File: src/rtl/scan_mux_pkg.sv
// Shared types and constants for the scan_mux channel multiplexer.
package scan_mux_pkg;

    typedef enum logic [1:0] {
        IDLE    = 2'd0,
        PRESENT = 2'd1,
        DWELL   = 2'd2
    } state_t;

    localparam logic MODE_MANUAL = 1'b0;
    localparam logic MODE_SCAN   = 1'b1;

    // Successor of a channel index in a ring of n channels.
    function automatic int wrap_inc(input int idx, input int n);
        return (idx + 1) % n;
    endfunction

endpackage

File: src/rtl/scan_mux_rr_next_ch.sv
// rr_next_ch: finds the first enabled channel at or after ptr, wrapping N_CH-1 -> 0.
module rr_next_ch #(
    parameter int N_CH  = 4,
    parameter int SEL_W = $clog2(N_CH)
) (
    input  logic [SEL_W-1:0] ptr,
    input  logic [N_CH-1:0]  ch_mask,
    output logic [SEL_W-1:0] idx,
    output logic             found
);

    logic [2*N_CH-1:0] rot;
    int                off;
    int                sum;

    // Rotating a doubled mask puts the channel at offset i from ptr at bit i.
    always_comb begin
        rot   = {ch_mask, ch_mask} >> ptr;
        off   = 0;
        found = 1'b0;
        for (int i = N_CH - 1; i >= 0; i--) begin
            if (rot[i]) begin
                found = 1'b1;
                off   = i;
            end
        end
        sum = int'(ptr) + off;
        if (sum >= N_CH) begin
            sum = sum - N_CH;
        end
        idx = SEL_W'(sum);
    end

endmodule

File: src/rtl/scan_mux.sv
// scan_mux: manual or round-robin channel multiplexer with valid/ready output and scan dwell.
// Optional registered even-parity output enabled by defining SCAN_MUX_PARITY_EN.
module scan_mux
    import scan_mux_pkg::*;
#(
    parameter  int N_CH    = 4,
    parameter  int DATA_W  = 8,
    parameter  int DWELL_W = 8,
    localparam int SEL_W   = $clog2(N_CH)
) (
    input  logic                   clk,
    input  logic                   rst,
    input  logic [N_CH*DATA_W-1:0] i_data,
    input  logic [SEL_W-1:0]       sel,
    input  logic                   mode,
    input  logic [N_CH-1:0]        ch_mask,
    input  logic [DWELL_W-1:0]     dwell,
    input  logic                   out_ready,
    output logic                   out_valid,
    output logic [DATA_W-1:0]      out_data,
    output logic [SEL_W-1:0]       out_ch
`ifdef SCAN_MUX_PARITY_EN
    ,
    output logic                   out_parity
`endif
);

    state_t             state;
    logic [SEL_W-1:0]   ptr;
    logic [DWELL_W-1:0] cnt;

    logic [SEL_W-1:0]   ptr_next;
    logic [SEL_W-1:0]   search_ptr;
    logic [SEL_W-1:0]   rr_idx;
    logic               rr_found;
    logic [SEL_W-1:0]   load_idx;
    logic [DATA_W-1:0]  load_word;
    logic               load_en;

    // During a scan transfer the search already starts from the advanced pointer.
    always_comb begin
        ptr_next   = SEL_W'(wrap_inc(int'(out_ch), N_CH));
        search_ptr = (state == PRESENT) ? ptr_next : ptr;
    end

    rr_next_ch #(
        .N_CH  (N_CH),
        .SEL_W (SEL_W)
    ) u_rr_next_ch (
        .ptr     (search_ptr),
        .ch_mask (ch_mask),
        .idx     (rr_idx),
        .found   (rr_found)
    );

    // Out-of-range manual selects fall through the loop and load zero.
    always_comb begin
        load_idx  = (mode == MODE_MANUAL) ? sel : rr_idx;
        load_word = '0;
        for (int k = 0; k < N_CH; k++) begin
            if (load_idx == SEL_W'(k)) begin
                load_word = i_data[k*DATA_W +: DATA_W];
            end
        end
    end

    always_comb begin
        load_en = 1'b0;
        case (state)
            IDLE:    load_en = (mode == MODE_MANUAL) || rr_found;
            PRESENT: load_en = out_ready &&
                               ((mode == MODE_MANUAL) || ((dwell == '0) && rr_found));
            default: load_en = 1'b0;
        endcase
    end

    always_ff @(posedge clk) begin
        if (rst) begin
            state     <= IDLE;
            out_valid <= 1'b0;
            out_data  <= '0;
            out_ch    <= '0;
            ptr       <= '0;
            cnt       <= '0;
        end else begin
            if (load_en) begin
                out_data <= load_word;
                out_ch   <= load_idx;
            end
            case (state)
                IDLE: begin
                    if (load_en) begin
                        state     <= PRESENT;
                        out_valid <= 1'b1;
                    end
                end
                PRESENT: begin
                    if (out_ready && (mode == MODE_SCAN)) begin
                        ptr <= ptr_next;
                        if (dwell != '0) begin
                            cnt       <= dwell;
                            state     <= DWELL;
                            out_valid <= 1'b0;
                        end else if (!rr_found) begin
                            state     <= IDLE;
                            out_valid <= 1'b0;
                        end
                    end
                end
                DWELL: begin
                    cnt <= cnt - DWELL_W'(1);
                    if (cnt <= DWELL_W'(1)) begin
                        state <= IDLE;
                    end
                end
                default: begin
                    state     <= IDLE;
                    out_valid <= 1'b0;
                end
            endcase
        end
    end

`ifdef SCAN_MUX_PARITY_EN
    always_ff @(posedge clk) begin
        if (rst) begin
            out_parity <= 1'b0;
        end else if (load_en) begin
            out_parity <= ^load_word;
        end
    end
`endif

endmodule

File: config.mk
export PLATFORM = sky130hd
export DESIGN_NAME = scan_mux
export DESIGN_NICKNAME = d
export VERILOG_FILES = /design/src/rtl/scan_mux_pkg.sv /design/src/rtl/scan_mux_rr_next_ch.sv /design/src/rtl/scan_mux.sv
export SDC_FILE = /design/constraint.sdc
export NUM_CORES = 1
export LEC_CHECK = 0
export ABC_AREA = 1
export BUFFER_PORTS_ARGS = -buffer_cell sky130_fd_sc_hd__buf_2
export CAP_MARGIN = 10
export CORE_ASPECT_RATIO = 1.4
export CORE_MARGIN = 2
export CORE_UTILIZATION = 36
export DETAILED_ROUTE_END_ITERATION = 6
export SKIP_CTS_REPAIR_TIMING = 1
export SYNTH_ARGS = -nofsm -noshare
export SYNTH_HDL_FRONTEND = slang
export SYNTH_SLANG_ARGS = --single-unit
File: constraint.sdc
create_clock -name clk -period 2.3 [get_ports clk]
set_input_delay 0.23 -clock clk [delete_from_list [all_inputs] [get_ports clk]]
set_output_delay 0.23 -clock clk [all_outputs]
set_load 0.02 [all_outputs]
==> impl_metrics.ini <==
[outcome]
run_status = completed

[setup_path]
cp.arrival_ps = 2300
cp-start-kind = register
critPathCaptureType = register
required_ps = 2440
path_common_cell = nand2_2
critPathMaxStageDelay_ps = 410
critical_path_class = reg -> reg
critPathBufInv = 4
critical_path.slowest_cell = dfxtp_4
worstPathCellList = inv_2, nor2_2, nand3_1, nand2_2, nand3_1, nand2_2, inv_2, nand2_2, nand3_1, inv_1, nand2_2, nand2_2, nand2_4, nand2_8, nand2_8, o21ai_0, inv_1, nand2_1, a21oi_1
crit_family = simple AND/OR/NAND/NOR gates
worstPathMaxFanout = 8

[sta]
finalSetupViolCount = 0
fmax_ghz = 0.463
slew_viol_final = 0
hold_violations = 0
fin_crit_ps = 2160
fin_skew_ps = 2.22
tightestPinTransition_ps = 443
finalCritPeriodShare = 0.938
maxSlewHeadroom = 0.704

[cells_and_area]
seq_area_um2 = 475
multi_input_area_um2 = 1180
fin_nets = 408
antenna_cells = 0
n_fill_cell = 495
drive_gt1_frac = 0.338
area_growth_syn_to_layout_pct = 36.4
finalCoreUtilization = 0.514

[placement]
placement.io_buffers = 60
dpl.hpwl_um = 3890
gp_congestion = 0.810

[power_and_ir_drop]
total_power_uw = 1700
leakagePower_uw = 0.00115
ir_drop_mv = 0.380
powerDensity_nw_per_um2 = 729

[clock_network]
cts_tree = done
clk_pin_slew_worst_paths_ps = 80
cts_buffers = 3
cts_sinks = 23
cts-root-buf = clkbuf_8
cts_max_path_buffers = 2
clk_latency_ps = 260
cts_max_level = 1

[floorplan]
io_pins = 61
coreArea_um2 = 4540
die_area_um2 = 5330
row_count = 29
start_util = 0.377
fp.dieH_um = 85.6
fp.dieW_um = 62.3

[route]
first_pass_iters = 4
via_per_inst = 5.03
drt_iter0_drc = 116
drc = 0
num_vias = 2099
antenna_left = 0
wl_um = 5070
wl_per_cell_um = 12.2

[global_routing]
grt.overflow.total = 0
grt_pass1_vias = 1890
grt_use_total = 0.184
antenna_found_initial = 0
grt_first_pass_wirelength_um = 8140
grt_max_degree = 21

[synthesis]
synth_fp_nets = 334
syn_inst = 282
ys_seq_area_frac = 0.269
postSynthAreaPerCell_um2 = 6.07
yosys_warnings = 0
ys_types = 30
syn-cell-area_um2 = 1710
ys_seq_elements = 23

[run]
cap_violations = 0

[min_path]
holdCritPathClass = in -> reg
==> through the flow <==
stage | setup WS [ps] | hold WS [ps] | cell area (µm²) | cells | setup TNS, ps
after floorplan | 87.8 | 398 | 1710 | 282 | 0
after global placement | -92.7 | 453 | 2120 | 407 | -720
after global routing | -38.7 | 248 | 2330 | 417 | -210
final | 142 | 250 | 2330 | 417 | 0
after detailed placement | -113 | 458 | 2120 | 407 | -888
after CTS | -147 | 249 | 2170 | 411 | -1160
==> where the power goes <==
group          switching, µW  internal (µW)
logic                    579            357
registers               52.5            463
clock network            128            121
total                    759            941
==> synthesized netlist by cell type, drive strengths merged <==
library cell | instances | share of area
nor3 | 1 | 0.0029
nand3 | 29 | 0.088
o221a | 1 | 0.0066
dfxtp | 23 | 0.27
nor2 | 19 | 0.048
buf | 3 | 0.012
a21oi | 18 | 0.053
o21ai | 20 | 0.059
o41ai | 1 | 0.0051
nand2 | 92 | 0.22
a32oi | 1 | 0.0051
xnor2 | 1 | 0.0051
or2 | 4 | 0.015
a31oi | 6 | 0.022
xor2 | 1 | 0.0051
nor4 | 2 | 0.0073
inv | 35 | 0.077
ha | 2 | 0.015
nand4 | 16 | 0.059
o211ai | 1 | 0.0044
clkbuf | 3 | 0.0066
nand3b | 2 | 0.0088
a211oi | 1 | 0.0044
==> state kept, by name, indices dropped and copies added (netlist names) <==
signal and flops:
cnt 8, out_data 8, out_ch 2, ptr 2, state 2, out_valid 1
==> cells by family (layout without fill, tap and decap cells) <==
| logic type | after synthesis | count (layout) | synth area share |
|---|---|---|---|
| buffers and inverters | 41 | 113 | 0.0958 |
| DFF | 23 | 23 | 0.269 |
| adders and majority gates | 2 | 2 | 0.0146 |
| xor gates and xnor gates | 2 | 2 | 0.0102 |
| and+or+nand+nor | 165 | 166 | 0.451 |
| AOI/OAI and AO/OA | 49 | 49 | 0.159 |
==> worst register-to-register path, delay by kind of cell (launching register included) <==
kind | cells | cell delay [ps]
DFF | 1 | 410
buffers and inverters | 4 | 220
and+or+nand+nor | 13 | 1200
AOI/OAI and AO/OA | 2 | 200
==> layer usage <==
| layer | wire length, µm | share of wire | up-vias | global-route usage |
|---|---|---|---|---|
| li1 | - | - | 1094 | - |
| met1 | 2200 | 0.43 | 941 | 0.225 |
| met2 | 2620 | 0.52 | 53 | 0.337 |
| met3 | 148 | 0.029 | 11 | 0.0171 |
| met4 | 110 | 0.022 | 0 | 0.0667 |
| met5 | 0 | 0 | - | 0 |
==> area by class of cell <==
cell class	count	share of cell area
repair buffers	74	0.177
flip-flops and latches	23	0.204
clock inverters	1	0.00215
clock buffers	3	0.0177
inverters	35	0.0585
well taps	62	0.0333
multi-input cells	219	0.508
==> cells in the final DEF (no fill, tap or decap), drive strengths merged <==
master,n
or2,4
dfxtp,23
nor3,1
ha,2
clkbuf,3
a21oi,18
a31oi,6
xnor2,1
a211oi,1
nand4,16
nand2,93
nor4,2
o21ai,20
a32oi,1
o211ai,1
o221a,1
clkinv,1
inv,35
xor2,1
buf,74
nor2,19
nand3,29
o41ai,1
nand3b,2
==> path summary, 6_finish.rpt <==
check	slack (ps)	depth (start not counted)	endpoint	from
setup / recovery	140	19	out_data[7]	state[0]
hold reg to reg	470	2	out_data[7]	out_data[7]
setup reg to reg	140	19	out_data[7]	state[0]
hold / removal	250	3	cnt[6]	dwell[6]
No activity file was read; power rests on OpenSTA's default activity.
